==> src/rtl/servo_pwm_driver.sv <==
// rtl/servo_pwm_driver.sv - frame-synchronous hobby-servo PWM driver with bounded position register
module servo_pwm_driver #(
  parameter int FRAME_CYCLES = 500000,
  parameter int MIN_POS      = 25000,
  parameter int MAX_POS      = 50000,
  parameter int HOME_POS     = 37500,
  parameter int STEP         = 250,
  parameter int MODE         = 0,
  parameter int REST_POS     = 37500,
  parameter int FIRE_POS     = 50000
) (
  input  logic        i_Clk,
  input  logic        i_Rst_n,
  input  logic [3:0]  i_Angle_Cmd,
  output logic        o_Servo_PWM,
  output logic [15:0] o_Position,
  output logic        o_At_Min,
  output logic        o_At_Max,
  output logic        o_Frame_Start
);

  localparam int CW = 19;
  localparam logic [CW-1:0] CNT_LAST = CW'(FRAME_CYCLES - 1);
  localparam logic [16:0] MIN17  = 17'(MIN_POS);
  localparam logic [16:0] MAX17  = 17'(MAX_POS);
  localparam logic [16:0] STEP17 = 17'(STEP);
  localparam logic [16:0] REST17 = 17'(REST_POS);
  localparam logic [16:0] FIRE17 = 17'(FIRE_POS);
  localparam logic [15:0] HOME16 = 16'(HOME_POS);
  localparam logic [15:0] MIN16  = 16'(MIN_POS);
  localparam logic [15:0] MAX16  = 16'(MAX_POS);

  logic [CW-1:0] cnt;
  logic [3:0]    cmd_q;
  logic [15:0]   pos;
  logic [15:0]   width_q;
  logic [15:0]   next_pos;
  logic          boundary;

  logic [16:0] pos17;
  logic [16:0] up;
  logic [16:0] dn;
  logic [16:0] tgt;
  logic [16:0] nxt17;

  assign boundary   = (cnt == CNT_LAST);
  assign o_Position = pos;

  // All position math is done at 17 bits so clamping never sees a wrapped value.
  always_comb begin
    pos17 = {1'b0, pos};
    up    = (pos17 + STEP17 > MAX17) ? MAX17 : pos17 + STEP17;
    dn    = (pos17 >= MIN17 + STEP17) ? pos17 - STEP17 : MIN17;
    tgt   = pos17;
    nxt17 = pos17;
    if (MODE == 0) begin
      case (cmd_q)
        4'd1:    nxt17 = dn;
        4'd2:    nxt17 = up;
        default: nxt17 = pos17;
      endcase
    end else begin
      case (cmd_q)
        4'd1:       tgt = FIRE17;
        4'd0, 4'd2: tgt = REST17;
        default:    tgt = pos17;
      endcase
      if (tgt < MIN17) tgt = MIN17;
      if (tgt > MAX17) tgt = MAX17;
      if (tgt > pos17)
        nxt17 = (tgt - pos17 <= STEP17) ? tgt : pos17 + STEP17;
      else if (tgt < pos17)
        nxt17 = (pos17 - tgt <= STEP17) ? tgt : pos17 - STEP17;
      else
        nxt17 = pos17;
    end
    next_pos = nxt17[15:0];
  end

  always_ff @(posedge i_Clk or negedge i_Rst_n) begin
    if (!i_Rst_n) begin
      cnt           <= '0;
      cmd_q         <= '0;
      pos           <= HOME16;
      width_q       <= HOME16;
      o_Servo_PWM   <= 1'b0;
      o_Frame_Start <= 1'b0;
      o_At_Min      <= (HOME_POS == MIN_POS);
      o_At_Max      <= (HOME_POS == MAX_POS);
    end else begin
      cmd_q         <= i_Angle_Cmd;
      o_Frame_Start <= boundary;
      // Pulse covers counts 1..width so it rises on the 2nd edge of a frame.
      o_Servo_PWM   <= (cnt != '0) && (cnt <= {{(CW-16){1'b0}}, width_q});
      if (boundary) begin
        cnt      <= '0;
        pos      <= next_pos;
        width_q  <= next_pos;
        o_At_Min <= (next_pos == MIN16);
        o_At_Max <= (next_pos == MAX16);
      end else begin
        cnt <= cnt + CW'(1);
      end
    end
  end

endmodule

==> config.mk <==
export PLATFORM = sky130hd
export DESIGN_NAME = servo_pwm_driver
export DESIGN_NICKNAME = d
export VERILOG_FILES = /design/src/rtl/servo_pwm_driver.sv
export SDC_FILE = /design/constraint.sdc
export NUM_CORES = 1
export LEC_CHECK = 0
export CAP_MARGIN = 10
export CORE_MARGIN = 2
export CORE_UTILIZATION = 61
export CTS_BUF_LIST = sky130_fd_sc_hd__clkbuf_4 sky130_fd_sc_hd__clkbuf_8
export DETAILED_ROUTE_END_ITERATION = 10
export GPL_TIMING_DRIVEN = 0
export HOLD_SLACK_MARGIN = 0.15
export PLACE_DENSITY = 0.91
export SETUP_SLACK_MARGIN = 0.1
export SYNTH_ARGS = -nofsm -noshare
export SYNTH_HDL_FRONTEND = slang
export SYNTH_SLANG_ARGS = --single-unit
==> constraint.sdc <==
create_clock -name i_Clk -period 3.5 [get_ports i_Clk]
set_clock_uncertainty 0.1 [all_clocks]
set_input_delay 0.7 -clock i_Clk [delete_from_list [all_inputs] [get_ports i_Clk]]
set_output_delay 0.7 -clock i_Clk [all_outputs]
set_load 0.02 [all_outputs]
==> metrics.md <==
| Metric | Value |
|---|---|
| Placed cells | 515 |
| DIE HEIGHT | 79.5 um |
| CP Class | reg2reg |
| Filler-free cell count of the finished design | 525 |
| Synth warn | 0 |
| Hold Path Class | in2async |
| Ys async rst share | 1.00 |
| Met3 usage | 0.0588 |
| Overall power | 886 uW |
| GRT Overall Usage | 0.346 |
| Number of buffers created by CTS | 5 |
| Rows | 27 |
| Remaining DRCs | 0 |
| Setup TNS | 0 ns |
| CTS tree | built |
| Status | finished clean |
| Core Area | 5510 um^2 |
| Pwr/cell area | 221 nW/um^2 |
| Gp weighted congestion | 0.975 |
| Switching part of the total | 0.237 |
| Share of total power in combinational logic | 0.047 |
| Iteration-0 DRC Markers | 331 |
| Area grow syn2layout | 15.4% |
| Post-synthesis sequential area ratio | 0.312 |
| Max-slew violation count | 0 |
| Port Buf Inserts | 25 |
| Worst EP required | 3.59 ns |
| Yosys top cell by area | dfrtp_1 |
| Clock sink total | 43 |
| Crit end category | register |
| Mean area per synthesized cell | 8.34 um^2 |
| NetSw | 210 uW |
| CP peak stage delay | 0.66 ns |
| Synth Flop Type | dfrtp_1 |
| Clock Pin Slew Worst Setup and Hold Paths | 0.09 ns |
| EDFF count, synth | 0 |
| WL/cell | 20.0 um |
| Setup crit start kind | register |
| GR Util met2 | 0.581 |
| Slowest CP cell | dfstp_2 |
| Post-layout net count | 479 |
| Drt first pass iters | 5 |
| Setup Viol. Count Final | 0 |
| Final WL | 10,500 um |
| Pin slew with the least headroom to its limit | 0.673 ns |
| Fin crit share | 0.936 |
| Gate Count Post-Synth | 417 |
| Share of layout cells above drive strength 1 | 0.132 |
| Reg power frac | 0.565 |
| I/O Pins | 26 |
| Drt via density | 6.70 |
| Largest net degree at the start of global routing | 24 |
| CTS HTree Levels | 2 |
| Max cap viols | 0 |
| Slew HR | 0.545 |
| Final ANT Viol Nets | 0 |
| Number of global-route vias before repair | 3,376 |
| CP Max Fanout | 10 |
| Syn nets | 444 |
| Maximum VDD drop | 0.000183 V |
| Max Clk Rate | 305 MHz |
| Clock Latency Late Sink | 0.30 ns |
| Hold buffers post-CTS | 0 |
| Die area | 6320 um^2 |
| Flops & latches, synth | 43 |
| Unrepaired setup endpoints after global routing | no |
| Root buffer cell | clkbuf_8 |
| Hpwl dp | 7960 um |
| Die X | 79.5 um |
| Via count | 3,520 |
| Library cells used by synthesis | 66 |
| Synth top area cells | dfrtp_1 25%, ha_1 7.6%, dfstp_2 6.0%, nor2_1 4.2%, nand2_1 4.0% |
| Worst Path Arrival | 3.37 ns |
| Initial antenna violation count | 0 |
| Met1 GRT Util | 0.438 |
| Most used routing layer | met2 |
| Clock power share | 0.387 |
| # diodes | 0 |
| Grt total ovfl | 0 |
| Internal power | 676 uW |
| Finished Core Util | 0.728 |
| Hold Vio Cnt, Final | 0 |
| Clk buf depth | 2 |
| Share of the synthesized area in the top cell type | 0.252 |
| Starting Density | 0.631 |
| R2R setup slack | 0.22 ns |
| Tmin final | 3.28 ns |
| First-pass GRT wire length | 16,700 um |
| Static leakage | 0.00160 uW |
| Post-Syn Area | 3480 um^2 |
| CP Cell Sequence | inv_1, ha_1, nor4_2, nand3_1, or3b_1, nand3_2, buf_6, and2_1, a32oi_1, o22a_1 |
==> kinds of logic (layout without fill, tap and decap cells) <==
group,after synthesis,in the layout,synth area share
buffers and inverters,42,78,0.0554
muxes,3,3,0.00936
AOI/OAI and AO/OA,115,115,0.230
adders and majority gates,21,21,0.0756
and+or+nand+nor,168,168,0.255
xor gates and xnor gates,25,25,0.0630
DFF,43,43,0.312
==> repair_timing <==
item                                   4_1_cts  5_1_grt
endpoints found under the hold margin        0        0
setup endpoints to repair                    0        7
buffers inserted                             0        2
resized for setup                            0       10
==> area by class of cell <==
type                            instances  area [um^2]
Clock inverter                          2         16.3
Buffer                                 22          118
Tap cell                               72         90.1
Sequential cell                        43         1090
Fill cell                             424         1500
Multi-Input combinational cell        332         2250
Timing Repair Buffer                   28          288
Inverter                               20         75.1
Clock buffer                            6         82.6
==> synthesized netlist by cell type (2+ instances only) <==
cell	instances
o21ai_1	3
o211ai_1	5
a32oi_1	3
and2_1	3
and3_1	5
or4_1	3
and4_1	3
a31oi_1	4
a211oi_2	2
a22oi_1	2
o21ai_0	26
nor2b_1	3
clkbuf_1	9
ha_1	21
o21a_1	3
xnor2_1	15
nor2_1	39
nor4_1	6
nor4_2	3
dfrtp_1	35
o31a_1	2
or3_1	6
a211o_1	3
xor2_1	10
nand2_1	37
o31ai_1	6
a21o_1	5
a211oi_1	6
dfstp_2	8
nor3_1	13
inv_1	19
buf_6	3
a32o_1	2
nand3_1	17
a21oi_1	25
a221oi_1	3
nand4_1	11
buf_2	10
nor3b_1	3
o211ai_2	3
nand2b_1	6
nor3_2	2
==> stage by stage <==
stage | setup WS [ns] | hold slack, ns | instance area, um^2
after floorplan | 0.442 | 0.304 | 3480
after global placement | 0.191 | 0.380 | 3820
after detailed placement | 0.160 | 0.382 | 3840
after CTS | 0.151 | 0.278 | 3940
after global routing | 0.116 | 0.285 | 4010
final | 0.222 | 0.276 | 4010
==> cell usage in the layout (no fill, tap or decap), drive strengths merged, types with 5 or more instances in the layout <==
| cell type | instances |
|---|---|
| o31ai | 6 |
| nor4 | 9 |
| a31oi | 5 |
| a21o | 5 |
| nand3 | 18 |
| nor2 | 40 |
| o211ai | 8 |
| dfstp | 8 |
| clkbuf | 15 |
| nor3 | 15 |
| clkdlybuf4s50 | 24 |
| inv | 20 |
| xor2 | 10 |
| or3 | 7 |
| nand2b | 6 |
| nand4 | 11 |
| dfrtp | 35 |
| buf | 17 |
| o21ai | 30 |
| nand2 | 38 |
| ha | 21 |
| xnor2 | 15 |
| a211oi | 9 |
| a21oi | 25 |
| and3 | 5 |
==> state kept, by name, indices dropped and copies added (netlist names) <==
signal,count
cmd_q,4
cnt,19
o_At_Max,1
o_At_Min,1
o_Frame_Start,1
o_Servo_PWM,1
width_q,16
==> power groups by stage <==
stage / combinational [uW] / clock [uW] / sequential [uW]
2_1_floorplan: 16.9 / 0 / 510
3_3_place_gp: 36.2 / 0 / 510
4_1_cts: 40.6 / 352 / 501
6_report: 42.0 / 343 / 501
5_1_grt: 46.5 / 373 / 501
3_5_place_dp: 40.4 / 0 / 510
==> layer usage <==
layer,routed length (um),part of all wire
met1,4230,0.40
met2,5080,0.48
met3,816,0.078
met4,376,0.036
met5,0,0
==> path summary, 6_finish.rpt <==
check                      startpoint     endpoint  depth (start not counted)
hold reg to reg              o_At_Max     o_At_Max                          1
hold / removal                i_Rst_n       cnt[2]                          1
setup / recovery           width_q[2]  width_q[14]                         10
min in group i_Clk           o_At_Max     o_At_Max                          1
max in group asynchronous     i_Rst_n   width_q[9]                          2
setup reg to reg           width_q[2]  width_q[14]                         10
==> critical path: cells and delay by family (launching register included) <==
family | cells | cell delay [ns]
and+or+nand+nor | 5 | 1.35
DFF | 1 | 0.66
AOI/OAI and AO/OA | 2 | 0.40
adders and majority gates | 1 | 0.39
buffers and inverters | 2 | 0.28
Power figures use the tool's default switching activity.
